[src/rtl/muldiv_unit.sv]
// rtl/muldiv_unit.sv - multi-cycle RV32M multiply/divide unit with valid/ready handshake
module muldiv_unit #(
  parameter int XLEN  = 32,
  parameter int TAG_W = 5
) (
  input  logic             aclk,
  input  logic             aresetn,
  input  logic             flush,
  input  logic             in_valid,
  output logic             in_ready,
  input  logic [2:0]       in_funct3,
  input  logic [XLEN-1:0]  in_a,
  input  logic [XLEN-1:0]  in_b,
  input  logic [TAG_W-1:0] in_tag,
  output logic             out_valid,
  input  logic             out_ready,
  output logic [XLEN-1:0]  out_result,
  output logic [TAG_W-1:0] out_tag,
  output logic             busy
);

  localparam int CW = $clog2(XLEN);

  typedef enum logic [2:0] {
    S_IDLE,
    S_MUL,
    S_DIV_CHK,
    S_DIV,
    S_DONE
  } state_t;

  state_t            r_state;
  state_t            w_state_nxt;
  logic [1:0]        r_funct3;
  logic [XLEN-1:0]   r_a;
  logic [XLEN-1:0]   r_b;
  logic [TAG_W-1:0]  r_tag;
  logic [XLEN-1:0]   r_rem;
  logic [XLEN-1:0]   r_quo;
  logic [XLEN-1:0]   r_dvs;
  logic [CW-1:0]     r_cnt;
  logic              r_neg_q;
  logic              r_neg_r;
  logic [XLEN-1:0]   r_out_result;
  logic [TAG_W-1:0]  r_out_tag;

  logic              w_accept;
  logic              w_load_out;
  logic [XLEN-1:0]   w_result;

  // Multiply: sign-extend to 2*XLEN so the truncated product is exact for all variants
  logic              w_a_sx;
  logic              w_b_sx;
  logic [2*XLEN-1:0] w_a_ext;
  logic [2*XLEN-1:0] w_b_ext;
  logic [2*XLEN-1:0] w_prod;
  logic [XLEN-1:0]   w_mul_res;

  assign w_a_sx    = (r_funct3 != 2'b11) && r_a[XLEN-1];
  assign w_b_sx    = (r_funct3 == 2'b01) && r_b[XLEN-1];
  assign w_a_ext   = {{XLEN{w_a_sx}}, r_a};
  assign w_b_ext   = {{XLEN{w_b_sx}}, r_b};
  assign w_prod    = w_a_ext * w_b_ext;
  assign w_mul_res = (r_funct3 == 2'b00) ? w_prod[XLEN-1:0] : w_prod[2*XLEN-1:XLEN];

  logic              w_signed;
  logic              w_is_rem;
  logic              w_a_neg;
  logic              w_b_neg;
  logic              w_b_zero;
  logic              w_ovf;
  logic              w_special;
  logic [XLEN-1:0]   w_abs_a;
  logic [XLEN-1:0]   w_abs_b;
  logic [XLEN-1:0]   w_special_res;

  assign w_signed  = ~r_funct3[0];
  assign w_is_rem  = r_funct3[1];
  assign w_a_neg   = w_signed & r_a[XLEN-1];
  assign w_b_neg   = w_signed & r_b[XLEN-1];
  assign w_abs_a   = w_a_neg ? -r_a : r_a;
  assign w_abs_b   = w_b_neg ? -r_b : r_b;
  assign w_b_zero  = (r_b == '0);
  assign w_ovf     = w_signed && (r_a == {1'b1, {(XLEN-1){1'b0}}}) && (&r_b);
  assign w_special = w_b_zero | w_ovf;
  assign w_special_res = w_b_zero ? (w_is_rem ? r_a : '1)
                                  : (w_is_rem ? '0  : r_a);

  // One restoring step: shift in the next dividend bit, keep the difference if it did not borrow
  logic [XLEN:0]     w_shift;
  logic [XLEN:0]     w_diff;
  logic [XLEN-1:0]   w_rem_nxt;
  logic [XLEN-1:0]   w_quo_nxt;
  logic [XLEN-1:0]   w_div_res;

  assign w_shift   = {r_rem, r_quo[XLEN-1]};
  assign w_diff    = w_shift - {1'b0, r_dvs};
  assign w_rem_nxt = w_diff[XLEN] ? w_shift[XLEN-1:0] : w_diff[XLEN-1:0];
  assign w_quo_nxt = {r_quo[XLEN-2:0], ~w_diff[XLEN]};
  assign w_div_res = w_is_rem ? (r_neg_r ? -w_rem_nxt : w_rem_nxt)
                              : (r_neg_q ? -w_quo_nxt : w_quo_nxt);

  assign in_ready   = (r_state == S_IDLE);
  assign busy       = (r_state != S_IDLE);
  assign out_valid  = (r_state == S_DONE);
  assign out_result = r_out_result;
  assign out_tag    = r_out_tag;
  assign w_accept   = in_ready & in_valid & ~flush;
  assign w_load_out = (w_state_nxt == S_DONE) && (r_state != S_DONE);

  always_comb begin
    w_state_nxt = r_state;
    case (r_state)
      S_IDLE:    if (in_valid) w_state_nxt = in_funct3[2] ? S_DIV_CHK : S_MUL;
      S_MUL:     w_state_nxt = S_DONE;
      S_DIV_CHK: w_state_nxt = w_special ? S_DONE : S_DIV;
      S_DIV:     if (r_cnt == '0) w_state_nxt = S_DONE;
      S_DONE:    if (out_ready) w_state_nxt = S_IDLE;
      default:   w_state_nxt = S_IDLE;
    endcase
    if (flush) w_state_nxt = S_IDLE;
  end

  always_comb begin
    w_result = '0;
    case (r_state)
      S_MUL:     w_result = w_mul_res;
      S_DIV_CHK: w_result = w_special_res;
      S_DIV:     w_result = w_div_res;
      default:   w_result = '0;
    endcase
  end

  always_ff @(posedge aclk or negedge aresetn) begin
    if (!aresetn) r_state <= S_IDLE;
    else          r_state <= w_state_nxt;
  end

  always_ff @(posedge aclk or negedge aresetn) begin
    if (!aresetn) begin
      r_funct3     <= '0;
      r_a          <= '0;
      r_b          <= '0;
      r_tag        <= '0;
      r_rem        <= '0;
      r_quo        <= '0;
      r_dvs        <= '0;
      r_cnt        <= '0;
      r_neg_q      <= 1'b0;
      r_neg_r      <= 1'b0;
      r_out_result <= '0;
      r_out_tag    <= '0;
    end else begin
      if (w_accept) begin
        r_funct3 <= in_funct3[1:0];
        r_a      <= in_a;
        r_b      <= in_b;
        r_tag    <= in_tag;
      end
      if (r_state == S_DIV_CHK) begin
        r_rem   <= '0;
        r_quo   <= w_abs_a;
        r_dvs   <= w_abs_b;
        r_cnt   <= CW'(XLEN - 1);
        r_neg_q <= w_a_neg ^ w_b_neg;
        r_neg_r <= w_a_neg;
      end
      if (r_state == S_DIV) begin
        r_rem <= w_rem_nxt;
        r_quo <= w_quo_nxt;
        r_cnt <= r_cnt - CW'(1);
      end
      if (w_load_out) begin
        r_out_result <= w_result;
        r_out_tag    <= r_tag;
      end
    end
  end

endmodule
[config.mk]
export PLATFORM = sky130hd
export DESIGN_NAME = muldiv_unit
export DESIGN_NICKNAME = d
export VERILOG_FILES = /design/src/rtl/muldiv_unit.sv
export SDC_FILE = /design/constraint.sdc
export NUM_CORES = 2
export LEC_CHECK = 0
export ABC_AREA = 1
export BUFFER_PORTS_ARGS = -buffer_cell sky130_fd_sc_hd__buf_4
export CAP_MARGIN = 0
export CORE_UTILIZATION = 55
export CTS_BUF_LIST = sky130_fd_sc_hd__clkbuf_4 sky130_fd_sc_hd__clkbuf_8 sky130_fd_sc_hd__clkbuf_16
export DETAILED_ROUTE_END_ITERATION = 16
export PLACE_DENSITY = 0.71
export SLEW_MARGIN = 20
export SYNTH_ARGS = -nofsm -noshare
export SYNTH_HDL_FRONTEND = slang
export SYNTH_SLANG_ARGS = --single-unit
export TNS_END_PERCENT = 100
[constraint.sdc]
create_clock -name aclk -period 10.7 [get_ports aclk]
set_input_delay 1.07 -clock aclk [delete_from_list [all_inputs] [get_ports aclk]]
set_output_delay 1.07 -clock aclk [all_outputs]
set_load 0.01 [all_outputs]
==> results.py <==
metrics = {
    "setup_path": {
        "worstPathRequired_ns": 11.18,
        "crit_type": "flip-flop to flip-flop",
        "cp_max_fo": 18,
        "cp_slowest_cell": "dfrtp_1",
        "arrival_ns": 10.03,
        "critPathTopFamily": "adder cells",
        "crit_buf_inv": 8,
        "cpPeakStageDelay_ns": 1.18,
        "crit_path_end_kind": "flip-flop",
        "cpMostUsedCell": "fa_1",
        "reg2reg_slack_ns": 1.15,
        "startpoint_type": "flip-flop",
    },
    "timing": {
        "setup_ws_ns": 1.15,
        "slew_headroom": 0.158,
        "hold_viol_final": 0,
        "rsz0062_at_grt": "no",
        "tns_ns": 0,
        "min_period_ns": 9.55,
        "fmax_mhz": 105,
        "final_max_slew_viol_count": 0,
        "post-route-period-util": 0.892,
        "tightest_slew_ns": 1.26,
        "setup_viol": 0,
        "skew_ns": 0.0187,
    },
    "grt": {
        "antenna_found_initial": 1,
        "grt_pass1_wl_um": 293000,
        "grt_max_degree": 101,
        "grtUsageTotal": 0.379,
        "grt_pass1_vias": 49900,
        "grt_overflow": 0,
    },
    "synth": {
        "synth.avg_cell_area_um2": 7.58,
        "synth_top_family_by_area": "adder cells",
        "synth_edf_count": 0,
        "synth.distinct_cells": 61,
        "synthMuxAreaShare": 0.000611,
        "synth_area_mm2": 0.0553,
        "synth_fa_ha_area_frac": 0.465,
        "synthSimpleGateAreaFrac": 0.192,
        "ys_warn_count": 0,
        "synthXorXnorAreaFrac": 0.0166,
        "synth_compound_area_frac": 0.0734,
        "syn_nets": 8747,
        "ys_seq_area_frac": 0.0969,
        "ys.flop_type": "dfrtp_1",
        "async_reset_ff_frac": 1.00,
        "synth_cells": 7294,
        "ys_ff_latch": 214,
    },
    "drt": {
        "via_count": 48000,
        "viasPerCell": 5.65,
        "ant_nets": 0,
        "routed_wirelength_um": 188000,
        "drtIter0Drc": 4324,
        "drtPass1Iterations": 6,
        "drc": 0,
        "wl_per_cell_um": 22.2,
    },
    "cells_and_area": {
        "diodes": 0,
        "fill_cells": 9279,
        "seqCellArea_mm2": 0.00536,
        "drive_gt1_frac": 0.0543,
        "fin_nets": 8641,
        "area_growth_pct": 5.23,
        "multiInputGateArea_mm2": 0.0413,
        "layout_common_cells": "inv_1 (1898), nand2_1 (1864), fa_1 (1125), nor2_1 (330), o21ai_0 (310)",
        "mostFrequentLayoutCell": "inv_1",
    },
    "clock_tree": {
        "postCtsHoldBufs": 0,
        "insertion_delay_ns": 0.55,
        "tritoncts": "done",
        "numCtsBuffers": 23,
        "clk_pin_slew_ns": 0.07,
        "cts.sinks": 214,
        "htree_levels": 1,
        "cts_setup_buffers": 0,
        "clockBufferDepth": 3,
        "cts-root-buf": "clkbuf_16",
        "cts_resized": 0,
    },
    "placed_design": {
        "dp_hpwl_um": 153000,
        "place_congestion": 1.03,
        "port_buffers": 116,
        "place_ws_ns": 1.34,
    },
    "die": {
        "placementRows": 115,
        "start_util": 0.558,
        "io_pins": 117,
        "dieWidth_um": 319,
        "dieHeight_um": 319,
        "dieArea_mm2": 0.102,
        "core_mm2": 0.0990,
    },
    "run": {
        "drv_cap": 0,
    },
    "run_status": {
        "status": "completed",
    },
    "worst_hold_path": {
        "hold_class": "flip-flop to flip-flop",
    },
}
==> cells in the mapped netlist (21+ instances only) <==
| cell type | count | area share |
|---|---|---|
| o211ai_1 | 25 | 0.0034 |
| nand2_1 | 1864 | 0.13 |
| nand4_1 | 50 | 0.0057 |
| buf_1 | 110 | 0.0075 |
| xor2_1 | 84 | 0.013 |
| nor2_1 | 336 | 0.023 |
| nand2_2 | 35 | 0.0040 |
| a31oi_1 | 35 | 0.0040 |
| dfrtp_1 | 214 | 0.097 |
| o21ai_0 | 310 | 0.028 |
| a21oi_1 | 193 | 0.017 |
| nor3_1 | 49 | 0.0044 |
| ha_1 | 250 | 0.057 |
| nand3_1 | 190 | 0.017 |
| xnor2_1 | 21 | 0.0033 |
| o22ai_1 | 23 | 0.0026 |
| clkbuf_1 | 239 | 0.016 |
| inv_1 | 1900 | 0.13 |
| fa_1 | 1126 | 0.41 |
==> cell families (layout without fill, tap and decap cells) <==
| kind of cell | after synthesis | in the layout |
|---|---|---|
| AND/OR/NAND/NOR | 2602 | 2602 |
| buffers and inverters | 2280 | 2188 |
| adder cells (fa/ha/maj) | 1376 | 1376 |
| AO/OA/AOI/OAI | 714 | 714 |
| flip-flops | 214 | 214 |
| XOR/XNOR | 105 | 105 |
| multiplexers | 3 | 3 |
==> final cells by class <==
type	count	area share
clock buffers	29	0.0110
clock inverters	10	0.00321
inverters	1912	0.123
multi-input cells	4800	0.710
flip-flops and latches	214	0.0921
well taps	1287	0.0277
repair buffers	237	0.0322
==> worst paths after layout <==
| path | from | to | depth (start not counted) |
|---|---|---|---|
| min in group asynchronous | aresetn | r_rem[24] | 1 |
| hold / removal | out_result[6] | out_result[6] | 2 |
| max in group asynchronous | aresetn | out_result[4] | 3 |
| setup / recovery | r_b[11] | out_result[9] | 30 |
| hold reg to reg | out_result[6] | out_result[6] | 2 |
| setup reg to reg | r_b[11] | out_result[9] | 30 |
==> flip-flops by register name (all words and copies together), names as in the netlist, 2 cells and up <==
name / flops
r_a: 32
r_quo: 32
out_tag: 5
r_rem: 32
r_cnt: 5
r_b: 32
r_funct3: 2
r_dvs: 32
r_tag: 5
r_state: 3
out_result: 32
==> worst reg2reg max path: cells and delay by family (launching register included) <==
kind	cells	cell delay, ns
DFF	1	1.18
buffers and inverters	8	0.90
and+or+nand+nor	5	0.49
AOI/OAI and AO/OA	8	2.58
adders and majority gates	9	4.33
==> metal layers <==
metal	wire, µm	global-route usage	vias up	share of wire
met5	13	0	-	0.000069
met4	9410	0.156	2	0.050
met3	16900	0.0579	500	0.090
met2	86500	0.611	2456	0.46
met1	75500	0.513	24000	0.40
li1	-	-	21000	-
==> metrics by stage <==
stage,cell area (µm²),utilization,std cells,hold WS (ns)
floorplan,55300,-,7294,0.453
global placement,57300,0.579,8450,0.464
detailed placement,57300,0.579,8450,0.463
CTS,58100,0.587,8489,0.478
global route,58100,0.587,8489,0.508
finish,58100,0.587,8489,0.475
Power is left out: the tool's default activity adds up to more than one toggle a clock period on the data nets, which glitch-free logic cannot reach.
